[src/rtl/ads1281_sinc3_decimator.sv]
// Parallel-channel sinc3 decimator for ADS1281 M0/M1 modulator bitstreams.
// Integrators advance per strobe; combs run one clk after a decimation event.
module ads1281_sinc3_decimator #(
  parameter int NUM_CH     = 2,
  parameter int DEC_LOG2   = 6,
  parameter int DATA_WIDTH = 24
) (
  input  logic                         clk_i,
  input  logic                         rst_asy_i,
  input  logic                         m_en_i,
  input  logic [NUM_CH-1:0]            m0_i,
  input  logic [NUM_CH-1:0]            m1_i,
  input  logic                         sync_i,
  output logic [NUM_CH*DATA_WIDTH-1:0] data_o,
  output logic                         data_en_o,
  output logic                         settled_o
);
  localparam int W     = 3 + 3 * DEC_LOG2;
  localparam int SHIFT = DATA_WIDTH - W;

  if (DATA_WIDTH < W) begin : g_width_check
    $error("DATA_WIDTH must be >= 3 + 3*DEC_LOG2");
  end

  logic                stb;
  logic                evt;
  logic [DEC_LOG2-1:0] ctr_q, ctr_d;
  logic [1:0]          settle_q, settle_d;
  logic                evt_q, evt_d;
  logic                emit_q, emit_d;
  logic                en_q, en_d;

  // sync wins over a coincident strobe
  assign stb = m_en_i & ~sync_i;
  assign evt = stb & (ctr_q == {DEC_LOG2{1'b1}});

  always_comb begin
    ctr_d    = ctr_q;
    settle_d = settle_q;
    evt_d    = 1'b0;
    emit_d   = 1'b0;
    en_d     = evt_q & emit_q;
    if (stb) ctr_d = ctr_q + 1'b1;
    if (evt) begin
      evt_d  = 1'b1;
      emit_d = (settle_q == 2'd3);
      if (settle_q != 2'd3) settle_d = settle_q + 2'd1;
    end
    if (sync_i) begin
      ctr_d    = '0;
      settle_d = '0;
      evt_d    = 1'b0;
      emit_d   = 1'b0;
      en_d     = 1'b0;
    end
  end

  always_ff @(posedge clk_i or posedge rst_asy_i) begin
    if (rst_asy_i) begin
      ctr_q    <= '0;
      settle_q <= '0;
      evt_q    <= 1'b0;
      emit_q   <= 1'b0;
      en_q     <= 1'b0;
    end else begin
      ctr_q    <= ctr_d;
      settle_q <= settle_d;
      evt_q    <= evt_d;
      emit_q   <= emit_d;
      en_q     <= en_d;
    end
  end

  assign data_en_o = en_q;
  assign settled_o = (settle_q == 2'd3);

  for (genvar k = 0; k < NUM_CH; k++) begin : g_ch
    logic signed [2:0]     s0, s1, s0z_q, s1z_q, dec;
    logic signed [W-1:0]   i1_q, i2_q, i3_q, i1_d, i2_d, i3_d;
    logic signed [W-1:0]   cap_q, cz1_q, cz2_q, cz3_q, c1, c2, c3;
    logic [DATA_WIDTH-1:0] dat_q;

    // integrator-3 next value already contains this strobe, so it is what gets captured
    always_comb begin
      s0   = m0_i[k] ? 3'sb001 : 3'sb111;
      s1   = m1_i[k] ? 3'sb001 : 3'sb111;
      dec  = s0z_q + s1 - s1z_q;
      i1_d = i1_q + {{(W-3){dec[2]}}, dec};
      i2_d = i2_q + i1_d;
      i3_d = i3_q + i2_d;
      c1   = cap_q - cz1_q;
      c2   = c1 - cz2_q;
      c3   = c2 - cz3_q;
    end

    always_ff @(posedge clk_i or posedge rst_asy_i) begin
      if (rst_asy_i) begin
        s0z_q <= '0;
        s1z_q <= '0;
        i1_q  <= '0;
        i2_q  <= '0;
        i3_q  <= '0;
        cap_q <= '0;
        cz1_q <= '0;
        cz2_q <= '0;
        cz3_q <= '0;
        dat_q <= '0;
      end else if (sync_i) begin
        s0z_q <= '0;
        s1z_q <= '0;
        i1_q  <= '0;
        i2_q  <= '0;
        i3_q  <= '0;
        cap_q <= '0;
        cz1_q <= '0;
        cz2_q <= '0;
        cz3_q <= '0;
      end else begin
        if (stb) begin
          s0z_q <= s0;
          s1z_q <= s1;
          i1_q  <= i1_d;
          i2_q  <= i2_d;
          i3_q  <= i3_d;
          if (evt) cap_q <= i3_d;
        end
        if (evt_q) begin
          cz1_q <= cap_q;
          cz2_q <= c1;
          cz3_q <= c2;
          dat_q <= DATA_WIDTH'(c3) << SHIFT;
        end
      end
    end

    assign data_o[k*DATA_WIDTH +: DATA_WIDTH] = dat_q;
  end

endmodule

[config.mk]
export PLATFORM = sky130hd
export DESIGN_NAME = ads1281_sinc3_decimator
export DESIGN_NICKNAME = d
export VERILOG_FILES = /design/src/rtl/ads1281_sinc3_decimator.sv
export SDC_FILE = /design/constraint.sdc
export NUM_CORES = 1
export LEC_CHECK = 0
export CORE_UTILIZATION = 54
export CTS_BUF_LIST = sky130_fd_sc_hd__clkbuf_2 sky130_fd_sc_hd__clkbuf_4 sky130_fd_sc_hd__clkbuf_8
export CTS_CLUSTER_SIZE = 20
export DETAILED_ROUTE_END_ITERATION = 12
export PLACE_DENSITY = 0.71
export SYNTH_ARGS = -nofsm -noshare
export SYNTH_HDL_FRONTEND = slang
export SYNTH_SLANG_ARGS = --single-unit
export TNS_END_PERCENT = 30
[constraint.sdc]
create_clock -name clk_i -period 14.6 [get_ports clk_i]
set_input_delay 2.92 -clock clk_i [delete_from_list [all_inputs] [get_ports clk_i]]
set_output_delay 2.92 -clock clk_i [all_outputs]
set_load 0.02 [all_outputs]
After elaboration in Yosys (flattened, before gate mapping)
Index checks and enable logic that the tools add are counted.

Bitwise logic cells: 4. Reductions and logical operators: 7. Add/subtract/negate cells: 18. Multiplexer cells: 52. Eq/ne operators: 3.

Operators by type and width (number): $mux W21 (30); $add A21 B21 Y21 (6); $sub A21 B21 Y21 (6); $mux W3 (12); $mux W6 (2); $reduce_bool A2 Y1 (4); $add A3 B3 Y3 (2); $add A6 B1 Y6 const B (1); $eq A6 B6 Y1 const B (1); $mux W2 (3); $reduce_and A2 Y1 (3); $sub A3 B3 Y3 (2); $mux W1 (5); $and A1 B1 Y1 (3); $add A2 B1 Y2 const B (1); $eq A2 B2 Y1 const B (1); $ne A2 B2 Y1 const B (1); $not A1 Y1 (1).

Logic and storage cells: 109. Register bits after elaboration: 359. Bits of input ports: 8. Output and inout bits: 50.

Logic depth before layout (Yosys ltp)
Gate-level depths: netlist (run 1).

Word-level depth: 9. Mapped depth: 30. Depth with buffers taken out: 30.

Worst setup path after synthesis (run 1)
No wires, ideal clock.

Path kind: input to register. From: in m1_i[0]. To: reg g_ch[0].i3_q[20]. Arrival: 8.503 ns. Library setup time: 0.078 ns. Data required time: 14.522 ns. Buffers on the path: 0. Stages: 25. Slack: 6.019 ns. Path through: fa_1 inv_1 ha_1 a21o_1 or3_1 o21a_1 and2_2 o21a_1 nor2_1 xnor2_1 ha_1 and3_1 a211oi_1 o21bai_1 a221oi_1 xnor2_1 ha_1 nand2_1 o31ai_1 nand4_1 nand4b_1 a21oi_1 xnor3_1 or3_1 a21oi_1.

Longest elaborated chain between the ends: 8.

Ends and longest elaborated chain: start: declaration (line 12) `input logic [NUM_CH-1:0] m1_i,`; $mux W3 (line 86) `s1 = m1_i[k] ? 3'sb001 : 3'sb111;`; $add A3 B3 Y3 (line 87) `dec = s0z_q + s1 - s1z_q;`; $sub A3 B3 Y3 (line 87); $add A21 B21 Y21 (line 88) `i1_d = i1_q + {{(W-3){dec[2]}}, dec};`; $add A21 B21 Y21 (line 89) `i2_d = i2_q + i1_d;`; $add A21 B21 Y21 (line 90) `i3_d = i3_q + i2_d;`; $mux W21 (line 119) `if (stb) begin`; $mux W21 (line 108) `end else if (sync_i) begin`; end signal: assignment (line 124) `i3_q <= i3_d;`; end: declaration (line 79) `logic signed [W-1:0] i1_q, i2_q, i3_q, i1_d, i2_d, i3_d;`.

No other way between the ends. The select of a mux whose other input is x is not followed. A chain may end at the register's enable or synchronous reset.

Final worst setup path (run 1)
From: in m1_i[1]. To: reg g_ch[1].cap_q[20].

Longest elaborated chain between the ends: 9.

Ends and longest elaborated chain: $mux W3 (line 86); $add A3 B3 Y3 (line 87); $sub A3 B3 Y3 (line 87); $add A21 B21 Y21 (line 88); $add A21 B21 Y21 (line 89); $add A21 B21 Y21 (line 90); $mux W21 (line 125) `if (evt) cap_q <= i3_d;`; $mux W21 (line 119); $mux W21 (line 108); end signal: assignment (line 125); end: declaration (line 80) `logic signed [W-1:0] cap_q, cz1_q, cz2_q, cz3_q, c1, c2, c3;`.

No other way between the ends. The select of a mux whose other input is x is not followed.

==> metrics.yaml, run 1 <==
synth:
  postSynth.asyncResetShare_pct: 100.0
  yosysUniqueCellTypes: 72
  synth_area_mm2: 0.02450
  synthFlopType: "dfrtp_1"
  syn_area_per_cell_um2: 9.026
  synth_edf_count: 0
  synthCells: 2714
  synth_seq_cells: 351
  synth_top_area_share_pct: 35.86
  yosys_warnings: 0
  ys_seq_area_share_pct: 35.86
  netlist_top_cells_area: "dfrtp_1 (36%), ha_1 (12%), mux2i_1 (8.0%)"
  synth.largest_area_cell: "dfrtp_1"
clock_tree:
  cts_setup_buffers: 0
  hold_buffers: 0
  clkSlewWorstSetupHoldPaths_ns: 0.06
  clockBufferDepth: 3
  clockRootBuffer: "clkbuf_8"
  ctsResizeCount: 0
  clock_sinks: 351
  cts_tree: "yes"
  htree_levels: 2
  clk_latency_ns: 0.67
  numCtsBuffers: 61
layout:
  fin_util_pct: 60.41
  design_area_mm2: 0.02689
  layout-drive-gt1-share_pct: 5.532
  area_growth_pct: 9.761
  fillCellCount: 3843
  finalNetCount: 3017
placed_design:
  gp_congestion: 0.8234
  io_buffers: 51
  place_hpwl_um: 35950
  dpl_cell_area_mm2: 0.02553
global_route:
  grt_use_total_pct: 22.08
  grt_pass1_vias: 18640
  grt_antenna_before_repair: 1
  grt_overflow_total: 0
  grt_max_degree: 187
  grt_pass1_wl_um: 87150
status:
  outcome: "finished clean"
worst_setup_path:
  cp_top_family: "compound AO/OA/AOI/OAI gates"
  worstRegToRegCells: 26
  crit_type: "in -> reg"
  critical_path_required_ns: 15.14
  cp_slowest_cell: "clkdlybuf4s50_1"
  r2r-start: "g_ch[0].s0z_q[1]$_DFFE_PP0P_"
  start_kind: "primary input"
  crit_path_end_kind: "flop"
  reg2reg_slack_ns: 7.68
  max_stage_delay_ns: 0.55
  worst-path-max-fanout: 18
  cp_num_buf_inv: 2
  timing.rr.end: "g_ch[0].i3_q[20]$_DFFE_PP0P_"
  cp_data_arrival_time_ns: 9.83
sta:
  drv_slew: 0
  rsz0062_at_grt: "false"
  fmax_mhz: 107.7
  relSlewSlack_pct: 33.27
  period_share_pct: 63.59
  period_needed_ns: 9.284
  finalSetupTns_ns: 0
  hold-worst-slack_ns: 0.4593
  hold_viol_final: 0
  setup_violations: 0
  tightest_slew_ns: 1.001
  skew_ns: 0.02654
pwr:
  max-vdd-ir-drop_v: 0.0001141
  power_leakage_nw: 12.37
  p_total_w: 0.005335
  power_density_mw_per_mm2: 198.4
min_path:
  hold_path_end: "g_ch[0].dat_q[17]$_DFFE_PP0P_"
  hold_depth: 2
  min_path_type: "reg -> reg"
  min_from: "g_ch[0].dat_q[17]$_DFFE_PP0P_"
floorplanning:
  die_h_um: 215.0
  die_area_mm2: 0.04622
  coreArea_mm2: 0.04451
  io_pins: 58
  fp.dieW_um: 215.0
  std_cell_rows: 77
  start_util_pct: 55.03
job:
  maxCapViolCount: 0
detailed_routing:
  vias: 18769
  wl_per_cell_um: 14.79
  route.detailed.drc: 0
  initialDrtViolationCount: 1028
  routed_wl_um: 50200
  ant_nets: 0
  drtPass1Iterations: 5
  routed_via_density: 5.528
## worst register-to-register path, stage by stage, from the launching register on
cell      delay [ns]
dfrtp_1         0.35
inv_1           0.10
fa_1            0.44
inv_1           0.49
ha_1            0.41
a21o_1          0.19
or3_1           0.31
o21a_1          0.22
and2_2          0.23
o21a_1          0.17
nor2_1          0.11
xnor2_1         0.18
ha_1            0.34
and3_1          0.17
a211oi_1        0.35
o21bai_1        0.14
a221oi_1        0.44
xnor2_1         0.17
ha_1            0.36
nand2_1         0.09
o31ai_1         0.43
nand4_1         0.15
nand4b_1        0.11
a21oi_1         0.10
xnor3_1         0.35
or3_1           0.31
a21oi_1         0.16
## state kept, by name, summed over array words and instances (netlist names)
signal      flops
g_ch.cz3_q     42
settle_q        2
g_ch.i3_q      42
g_ch.cz1_q     42
g_ch.i1_q      42
g_ch.dat_q     42
g_ch.cap_q     42
evt_q           1
g_ch.s1z_q      2
ctr_q           6
g_ch.s0z_q      2
g_ch.cz2_q     42
emit_q          1
data_en_o       1
g_ch.i2_q      42
## report_power, final
part	total (W)	internal (W)	leakage, nW	switching (W)
clock network	0.000979	0.000562	0.728	0.000417
logic	0.00321	0.00138	6.85	0.00183
registers	0.00115	0.00108	4.80	0.0000669
## cell type report
class                      count  area (µm²)  share of cell area (%)
antenna                        1       2.502                0.009307
clock buffer                  97        1260                   4.686
clock inverter                13       93.84                  0.3490
inverter                     199       754.5                   2.806
multi-input combinational   2078       14620                   54.38
sequential                   351        8787                   32.68
tap                          592       740.7                   2.755
timing repair buffer          64       626.9                   2.331
## layout by cell type, fill, tap and decap left out, drive strengths merged, types with 22 or more instances in the layout
cell and n:
nand2b 30, o21bai 27, xor2 61, a21o 52, dfrtp 351, o21a 40, nand3 22, clkbuf 97
nor3 44, o31ai 25, a21oi 187, and3 22, o21ai 116, clkdlybuf4s50 49, a211oi 38, nor2b 31
ha 240, nor2 374, nand2 211, mux2i 196, inv 200, xnor2 149
## kinds of logic (layout without fill, tap and decap cells)
| group | Yosys count | count (layout) | synth area share, % |
|---|---|---|---|
| other cells | 1 | 7 | 0.01531 |
| flops | 351 | 351 | 35.86 |
| buf+inv | 290 | 373 | 4.541 |
| xor+xnor | 213 | 213 | 7.815 |
| simple gates | 811 | 811 | 14.61 |
| fa+ha+maj | 254 | 254 | 13.40 |
| mux | 200 | 200 | 8.193 |
| compound gates | 594 | 594 | 15.56 |
## how the worst max path moves through the flow
stage / startpoint / end / cells after the start
after CTS: m1_i[1] / g_ch[1].cap_q[20]$_DFFE_PP0P_ / 30
after global placement: m1_i[0] / g_ch[0].i3_q[20]$_DFFE_PP0P_ / 26
after global routing: m1_i[1] / g_ch[1].cap_q[20]$_DFFE_PP0P_ / 30
after floorplan: rst_asy_i / ctr_q[0]$_DFFE_PP0P_ / 1
final: m1_i[1] / g_ch[1].cap_q[20]$_DFFE_PP0P_ / 30
after detailed placement: m1_i[1] / g_ch[1].i3_q[20]$_DFFE_PP0P_ / 30
## synthesized netlist by cell type, types with 40 or more instances
library cell	count
a21o_1	52
nand2_1	211
inv_1	199
nor3_1	44
a21oi_1	187
mux2i_1	196
o21ai_0	116
xor2_1	61
ha_1	240
clkbuf_1	77
nor2_1	374
dfrtp_1	351
xnor2_1	148
o21a_1	40
## through the flow
stage	setup slack, ns	cells
floorplan	1.945	2719
global placement	4.924	3284
detailed placement	4.664	3284
CTS	5.380	3394
global route	4.850	3395
finish	5.316	3395
## metal layers
layer | track usage, % | routed length, µm | up-vias
met5 | 0 | 0 | -
met4 | 6.643 | 1156 | 0
met3 | 3.737 | 1838 | 84
met2 | 36.86 | 23060 | 302
met1 | 29.35 | 24140 | 8871
li1 | - | - | 9512
No activity file was read; power rests on OpenSTA's default activity.
==> run 2, diff against run 1 <==
==> constraint.sdc (replaced) <==
create_clock -name clk_i -period 9.7 [get_ports clk_i]
set_input_delay 1.94 -clock clk_i [delete_from_list [all_inputs] [get_ports clk_i]]
set_output_delay 1.94 -clock clk_i [all_outputs]
set_load 0.02 [all_outputs]
==> run 2 against run 1 <==
Count of clock-buffer cells in the layout did not move. Utilization fell by 0.056 points. Non-clock buffer count rose by 4. Critical path depth fell by 4. Highest routed layer unchanged.
==> metrics.yaml, run 2 (same netlist as run 1, synthesis figures left out) <==
status:
  outcome: "finished clean"  # unchanged
worst_setup_path:
  timing.rr.end: "g_ch[1].i3_q[20]$_DFFE_PP0P_"  # was g_ch[0].i3_q[20]$_DFFE_PP0P_
  crit_path_end_kind: "flop"  # unchanged
  worst-path-max-fanout: 5  # was 18
  crit_type: "in -> reg"  # unchanged
  start_kind: "primary input"  # unchanged
  max_stage_delay_ns: 0.51  # was 0.55 ns
  cp_data_arrival_time_ns: 8.40  # was 9.83 ns
  worstRegToRegCells: 29  # was 26
  critical_path_required_ns: 10.28  # was 15.14 ns
  reg2reg_slack_ns: 3.25  # was 7.68 ns
  critPathMostFrequentCell: "ha_1"
  cp_slowest_cell: "clkdlybuf4s50_1"  # unchanged
  r2r-start: "g_ch[1].s0z_q[1]$_DFFE_PP0P_"  # was g_ch[0].s0z_q[1]$_DFFE_PP0P_
sta:
  relSlewSlack_pct: 30.16  # was 33.27%
  setup_ws_ns: 1.883  # was 5.316 ns
  rsz0062_at_grt: "false"  # unchanged
  tightest_slew_ns: 1.048  # was 1.001 ns
  period_share_pct: 80.59
  hold-worst-slack_ns: 0.4720  # was 0.4593 ns
  drv_slew: 0  # unchanged
  setup_violations: 0  # unchanged
  period_needed_ns: 7.817
  skew_ns: 0.02534  # was 0.02654 ns
  hold_viol_final: 0  # unchanged
  fmax_mhz: 127.9
  finalSetupTns_ns: 0  # unchanged
layout:
  seq_area_mm2: 0.008787  # unchanged
  layout-drive-gt1-share_pct: 5.734  # was 5.532%
  antenna_cells: 0  # was 1
  fillCellCount: 3878  # was 3843
  multi_input_area_mm2: 0.01462  # unchanged
  mostFrequentLayoutCells: "nor2_1 (374), dfrtp_1 (350), ha_1 (240), nand2_1 (211), inv_1 (198)"  # unchanged
  final_common_cell: "nor2_1"  # unchanged
  finalNetCount: 3021  # was 3017
  area_growth_pct: 9.659  # was 9.761%
  final-instance-count-excl-fill: 3400  # was 3395
floorplanning:
  io_pins: 58  # unchanged
  start_util_pct: 55.03  # unchanged
  die_area_mm2: 0.04622  # unchanged
  coreArea_mm2: 0.04451  # unchanged
  fp.dieW_um: 215.0  # unchanged
  std_cell_rows: 77  # unchanged
  die_h_um: 215.0  # unchanged
clock_tree:
  hold_buffers: 0  # unchanged
  htree_levels: 2  # unchanged
  clk_latency_ns: 0.67  # about the same
  cts_setup_buffers: 0  # unchanged
  clkSlewWorstSetupHoldPaths_ns: 0.06  # about the same
  clockRootBuffer: "clkbuf_8"  # unchanged
  numCtsBuffers: 61  # unchanged
  clock_sinks: 351  # unchanged
  ctsResizeCount: 0  # unchanged
  clockBufferDepth: 3  # unchanged
  cts_tree: "yes"  # unchanged
global_route:
  grt_max_degree: 174  # was 187
  grt_use_total_pct: 22.00  # was 22.08%
  grt_antenna_before_repair: 0  # was 1
  grt_overflow_total: 0  # unchanged
  grt_pass1_vias: 18387  # was 18640
  grt_pass1_wl_um: 86820  # was 87150 µm
detailed_routing:
  vias: 18666  # was 18769
  drtPass1Iterations: 7  # was 5
  ant_nets: 0  # unchanged
  routed_wl_um: 50240  # was 50200 µm
  routed_via_density: 5.490  # was 5.528
  initialDrtViolationCount: 939  # was 1028
  wl_per_cell_um: 14.78  # was 14.79 µm
  route.detailed.drc: 0  # unchanged
min_path:
  hold_depth: 2  # unchanged
  min_path_type: "reg -> reg"  # unchanged
  min_from: "g_ch[1].dat_q[6]$_DFFE_PP0P_"  # was g_ch[0].dat_q[17]$_DFFE_PP0P_
  hold_path_end: "g_ch[1].dat_q[6]$_DFFE_PP0P_"  # was g_ch[0].dat_q[17]$_DFFE_PP0P_
pwr:
  p_switching_w: 0.003457  # was 0.002310 W
  share_seq_of_total_power_pct: 21.7  # was 21.6%
  power_frac_comb_pct: 60.3  # was 60.1%
  clockPowerShare_pct: 17.9  # was 18.3%
  power_leakage_nw: 12.37  # about the same
  switching_share_pct: 43.43  # was 43.30%
  p_int_w: 0.004502  # was 0.003025 W
  max-vdd-ir-drop_v: 0.0001615  # was 0.0001141 V
  power_density_mw_per_mm2: 296.3  # was 198.4 mW/mm²
placed_design:
  io_buffers: 51  # unchanged
  place_hpwl_um: 35880  # was 35950 µm
  pre_cts_ws_ns: 1.156  # was 4.664 ns
  place_inst: 3288  # was 3284
  gp_congestion: 0.8366  # was 0.8234
job:
  maxCapViolCount: 0  # unchanged
-- run 2: cell types whose count changed in the layout (fill, tap and decap cells not counted), sizes merged --
cell / delta
bufinv: -1
inv: -1
buf: +4
diode: -1
clkinv: +3
clkinvlp: +1
-- run 2: worst max path at each step --
stage	start	to	slack, ns	cells past startpoint
final	m1_i[0]	g_ch[0].i3_q[20]$_DFFE_PP0P_	1.88	26
after global routing	m1_i[0]	g_ch[0].i3_q[20]$_DFFE_PP0P_	1.35	27
after CTS	m1_i[0]	g_ch[0].i3_q[20]$_DFFE_PP0P_	1.89	26
after detailed placement	m1_i[0]	g_ch[0].i3_q[20]$_DFFE_PP0P_	1.16	26
after global placement	m1_i[0]	g_ch[0].i3_q[20]$_DFFE_PP0P_	1.32	26
after floorplan	m1_i[0]	g_ch[0].i3_q[20]$_DFFE_PP0P_	2.10	25
-- run 2: power groups by stage --
| stage | sequential [W] | combinational (W) | clock (W) |
|---|---|---|---|
| 3_5_place_dp | 0.00175 | 0.00475 | 0 |
| 6_report | 0.00173 | 0.00480 | 0.00143 |
| 2_1_floorplan | 0.00173 | 0.00389 | 0 |
| 3_3_place_gp | 0.00175 | 0.00460 | 0 |
| 5_1_grt | 0.00175 | 0.00539 | 0.00154 |
| 4_1_cts | 0.00173 | 0.00478 | 0.00148 |
-- run 2: cell type report --
| cell class | instances | area share [%] |
|---|---|---|
| multi-input combinational | 2078 | 54.43 |
| sequential | 351 | 32.71 |
| clock buffer | 97 | 4.551 |
| inverter | 199 | 2.795 |
| tap | 592 | 2.757 |
| timing repair buffer | 68 | 2.445 |
| clock inverter | 15 | 0.3074 |
-- run 2: metrics by stage --
| step | utilization (%) | power [W] | instance area (µm²) |
|---|---|---|---|
| 2_1_floorplan | - | 0.005617 | 24520 |
| 3_3_place_gp | 57.42 | 0.006352 | 25560 |
| 3_5_place_dp | 57.42 | 0.006504 | 25560 |
| 4_1_cts | 60.35 | 0.007992 | 26860 |
| 5_1_grt | 60.35 | 0.008678 | 26860 |
| 6_report | 60.35 | 0.007959 | 26860 |
-- run 2: per-layer routing --
metal	global-route usage, %	vias to the layer above	share of wire (%)
li1	-	9508	-
met2	36.04	272	45
met1	29.76	8788	48
met3	3.581	98	3.7
met4	6.998	0	2.6
met5	0	-	0
-- run 2: worst max-delay path, delay by kind of cell --
family / cells / cell delay [ns]
compound gates: 9 / 2.14
fa+ha+maj: 4 / 1.49
simple gates: 8 / 1.48
buf+inv: 2 / 0.68
xor+xnor: 3 / 0.66
==> run 3, diff against run 2 <==
==> constraint.sdc (replaced) <==
create_clock -name clk_i -period 7.35 [get_ports clk_i]
set_input_delay 1.47 -clock clk_i [delete_from_list [all_inputs] [get_ports clk_i]]
set_output_delay 1.47 -clock clk_i [all_outputs]
set_load 0.02 [all_outputs]
==> run 3 against run 2 <==
Clock skew is essentially flat. Largest cell class unchanged. Sequential power grew 32%. Design area grew 3.7%. Setup slack got worse by 1.5 ns. Via count is 1.8% higher. Register-to-register slack got worse by 1.9 ns. Power increased by 46%. Cell count grew 3.0%. Critical endpoint unchanged. Non-clock buffer count is 98 higher. Combinational power increased by 49%.
==> metrics.yaml, run 3 (same netlist as run 1, synthesis figures left out) <==
floorplanning:
  io_pins: 58  # unchanged
  die_area_mm2: 0.04622  # unchanged
  die_h_um: 215.0  # unchanged
  coreArea_mm2: 0.04451  # unchanged
  start_util_pct: 55.03  # unchanged
  fp.dieW_um: 215.0  # unchanged
  std_cell_rows: 77  # unchanged
worst_setup_path:
  reg2reg_slack_ns: 1.31  # was 3.25 ns
  start_kind: "primary input"  # unchanged
  crit_type: "in -> reg"  # unchanged
  worstRegToRegCells: 28  # was 29
  critPathMostFrequentCell: "a21oi_1"  # was ha_1
  critical_path_required_ns: 7.94  # was 10.28 ns
  max_stage_delay_ns: 0.59  # was 0.51 ns
  worst-path-max-fanout: 4  # was 5
  timing.rr.end: "g_ch[1].dat_q[23]$_DFFE_PP0P_"  # was g_ch[1].i3_q[20]$_DFFE_PP0P_
  cp_slowest_cell: "fa_1"  # was clkdlybuf4s50_1
  r2r-start: "g_ch[1].cap_q[1]$_DFFE_PP0P_"  # was g_ch[1].s0z_q[1]$_DFFE_PP0P_
  crit_path_end_kind: "flop"  # unchanged
  cp_data_arrival_time_ns: 7.52  # was 8.40 ns
sta:
  hold-worst-slack_ns: 0.4625  # was 0.4720 ns
  fmax_mhz: 144.2
  hold_viol_final: 0  # unchanged
  period_share_pct: 94.32
  period_needed_ns: 6.933
  skew_ns: 0.02543  # was 0.02534 ns
  relSlewSlack_pct: 31.21  # was 30.16%
  setup_violations: 0  # unchanged
  tightest_slew_ns: 1.031  # was 1.048 ns
  setup_ws_ns: 0.4175  # was 1.883 ns
  drv_slew: 0  # unchanged
  rsz0062_at_grt: "false"  # unchanged
clock_tree:
  clkSlewWorstSetupHoldPaths_ns: 0.06  # about the same
  clk_latency_ns: 0.68  # was 0.67 ns
  clock_sinks: 351  # unchanged
  numCtsBuffers: 61  # unchanged
  hold_buffers: 0  # unchanged
  cts_tree: "yes"  # unchanged
  clockBufferDepth: 3  # unchanged
  htree_levels: 2  # unchanged
  clockRootBuffer: "clkbuf_8"  # unchanged
layout:
  mostFrequentLayoutCells: "nor2_1 (374), dfrtp_1 (350), ha_1 (240), nand2_1 (211), inv_1 (198)"  # unchanged
  antenna_cells: 0  # unchanged
  layout-drive-gt1-share_pct: 9.244  # was 5.734%
  final_common_cell: "nor2_1"  # unchanged
  finalNetCount: 3119  # was 3021
  area_growth_pct: 13.67  # was 9.659%
status:
  outcome: "finished clean"  # unchanged
detailed_routing:
  route.detailed.drc: 0  # unchanged
  drtPass1Iterations: 5  # was 7
  wl_per_cell_um: 14.77  # was 14.78 µm
  initialDrtViolationCount: 969  # was 939
  routed_wl_um: 51730  # was 50240 µm
  routed_via_density: 5.427  # was 5.490
  ant_nets: 0  # unchanged
  vias: 19006  # was 18666
min_path:
  hold_depth: 1  # was 2
  hold_path_end: "data_en_o$_DFF_PP0_"  # was g_ch[1].dat_q[6]$_DFFE_PP0P_
  min_from: "emit_q$_DFF_PP0_"  # was g_ch[1].dat_q[6]$_DFFE_PP0P_
  min_path_type: "reg -> reg"  # unchanged
pwr:
  power_leakage_nw: 12.94  # was 12.37 nW
  max-vdd-ir-drop_v: 0.0002674  # was 0.0001615 V
  power_density_mw_per_mm2: 416.2  # was 296.3 mW/mm²
global_route:
  grt_max_degree: 133  # was 174
  grt_overflow_total: 0  # unchanged
  grt_use_total_pct: 23.06  # was 22.00%
  grt_pass1_wl_um: 90560  # was 86820 µm
  grt_antenna_before_repair: 0  # unchanged
  grt_pass1_vias: 19136  # was 18387
placed_design:
  pre_cts_ws_ns: -0.3326  # was 1.156 ns
  place_hpwl_um: 37280  # was 35880 µm
  io_buffers: 51  # unchanged
  gp_congestion: 0.8508  # was 0.8366
job:
  maxCapViolCount: 0  # unchanged
run 3: cell types whose count changed in the layout (fill, tap and decap cells not counted), moves of 2 or more:
cell        delta
buf_4         +96
clkbuf_4      -12
bufinv_16      +8
clkinv_2       +6
clkbuf_8       -4
clkinvlp_4     +3
a21oi_1        -2
a21oi_2        +2
buf_12         +2
clkinv_4       +2
run 3: worst max-delay path: cells and delay by family:
kind                       cells  cell delay [ns]
adders and majority gates      4             1.46
and+or+nand+nor                4             0.63
AOI/OAI and AO/OA             15             2.67
buffers and inverters          2             0.60
xor gates and xnor gates       3             0.70
run 3: through the flow:
step	instances	power (W)	utilization (%)	setup TNS (ns)	area, µm²
final	3502	0.01159	62.56	0	27850
after global routing	3502	0.01259	62.56	0	27850
after CTS	3502	0.01158	62.48	0	27810
after detailed placement	3386	0.009364	59.13	-1.888	26320
after global placement	3386	0.009110	59.13	-0.7700	26320
after floorplan	2719	0.007413	-	0	24520
run 3: worst max path at each step:
| stage | slack [ns] | end | cells past startpoint | start |
|---|---|---|---|---|
| finish | 0.42 | g_ch[0].i3_q[20]$_DFFE_PP0P_ | 28 | m1_i[0] |
| global route | 0.02 | g_ch[0].i3_q[20]$_DFFE_PP0P_ | 29 | m1_i[0] |
| CTS | 0.36 | g_ch[1].cap_q[20]$_DFFE_PP0P_ | 29 | m1_i[1] |
| detailed placement | -0.33 | g_ch[0].i3_q[20]$_DFFE_PP0P_ | 29 | m1_i[0] |
| global placement | -0.26 | g_ch[1].cap_q[20]$_DFFE_PP0P_ | 29 | m1_i[1] |
| floorplan | 0.22 | g_ch[0].i3_q[20]$_DFFE_PP0P_ | 25 | m1_i[0] |
run 3: final cells by class:
cell class / count / area [µm²]
Fill cell: 3773 / 16660
Multi-Input combinational cell: 2078 / 14650
Sequential cell: 351 / 8787
Timing Repair Buffer: 166 / 1420
Clock buffer: 81 / 1077
Inverter: 199 / 750.7
Tap cell: 592 / 740.7
Clock inverter: 35 / 416.7
run 3: where the power goes:
part	switching, W	internal [W]	total, W	leakage, nW
Clock	0.000900	0.00125	0.00215	0.781
Sequential	0.000140	0.00215	0.00229	4.80
Combinational	0.00383	0.00331	0.00714	7.36
run 3: routing by layer:
layer / GRT usage [%] / vias to the layer above / wire, µm
li1: - / 9686 / -
met1: 30.78 / 8965 / 24880
met2: 38.44 / 259 / 23720
met3: 3.553 / 96 / 1862
met4: 7.329 / 0 / 1271
met5: 0 / - / 0
run 3: repair_timing:
action	CTS	global route
buffers inserted	0	0
gates resized for setup	0	8
setup endpoints to repair	0	6
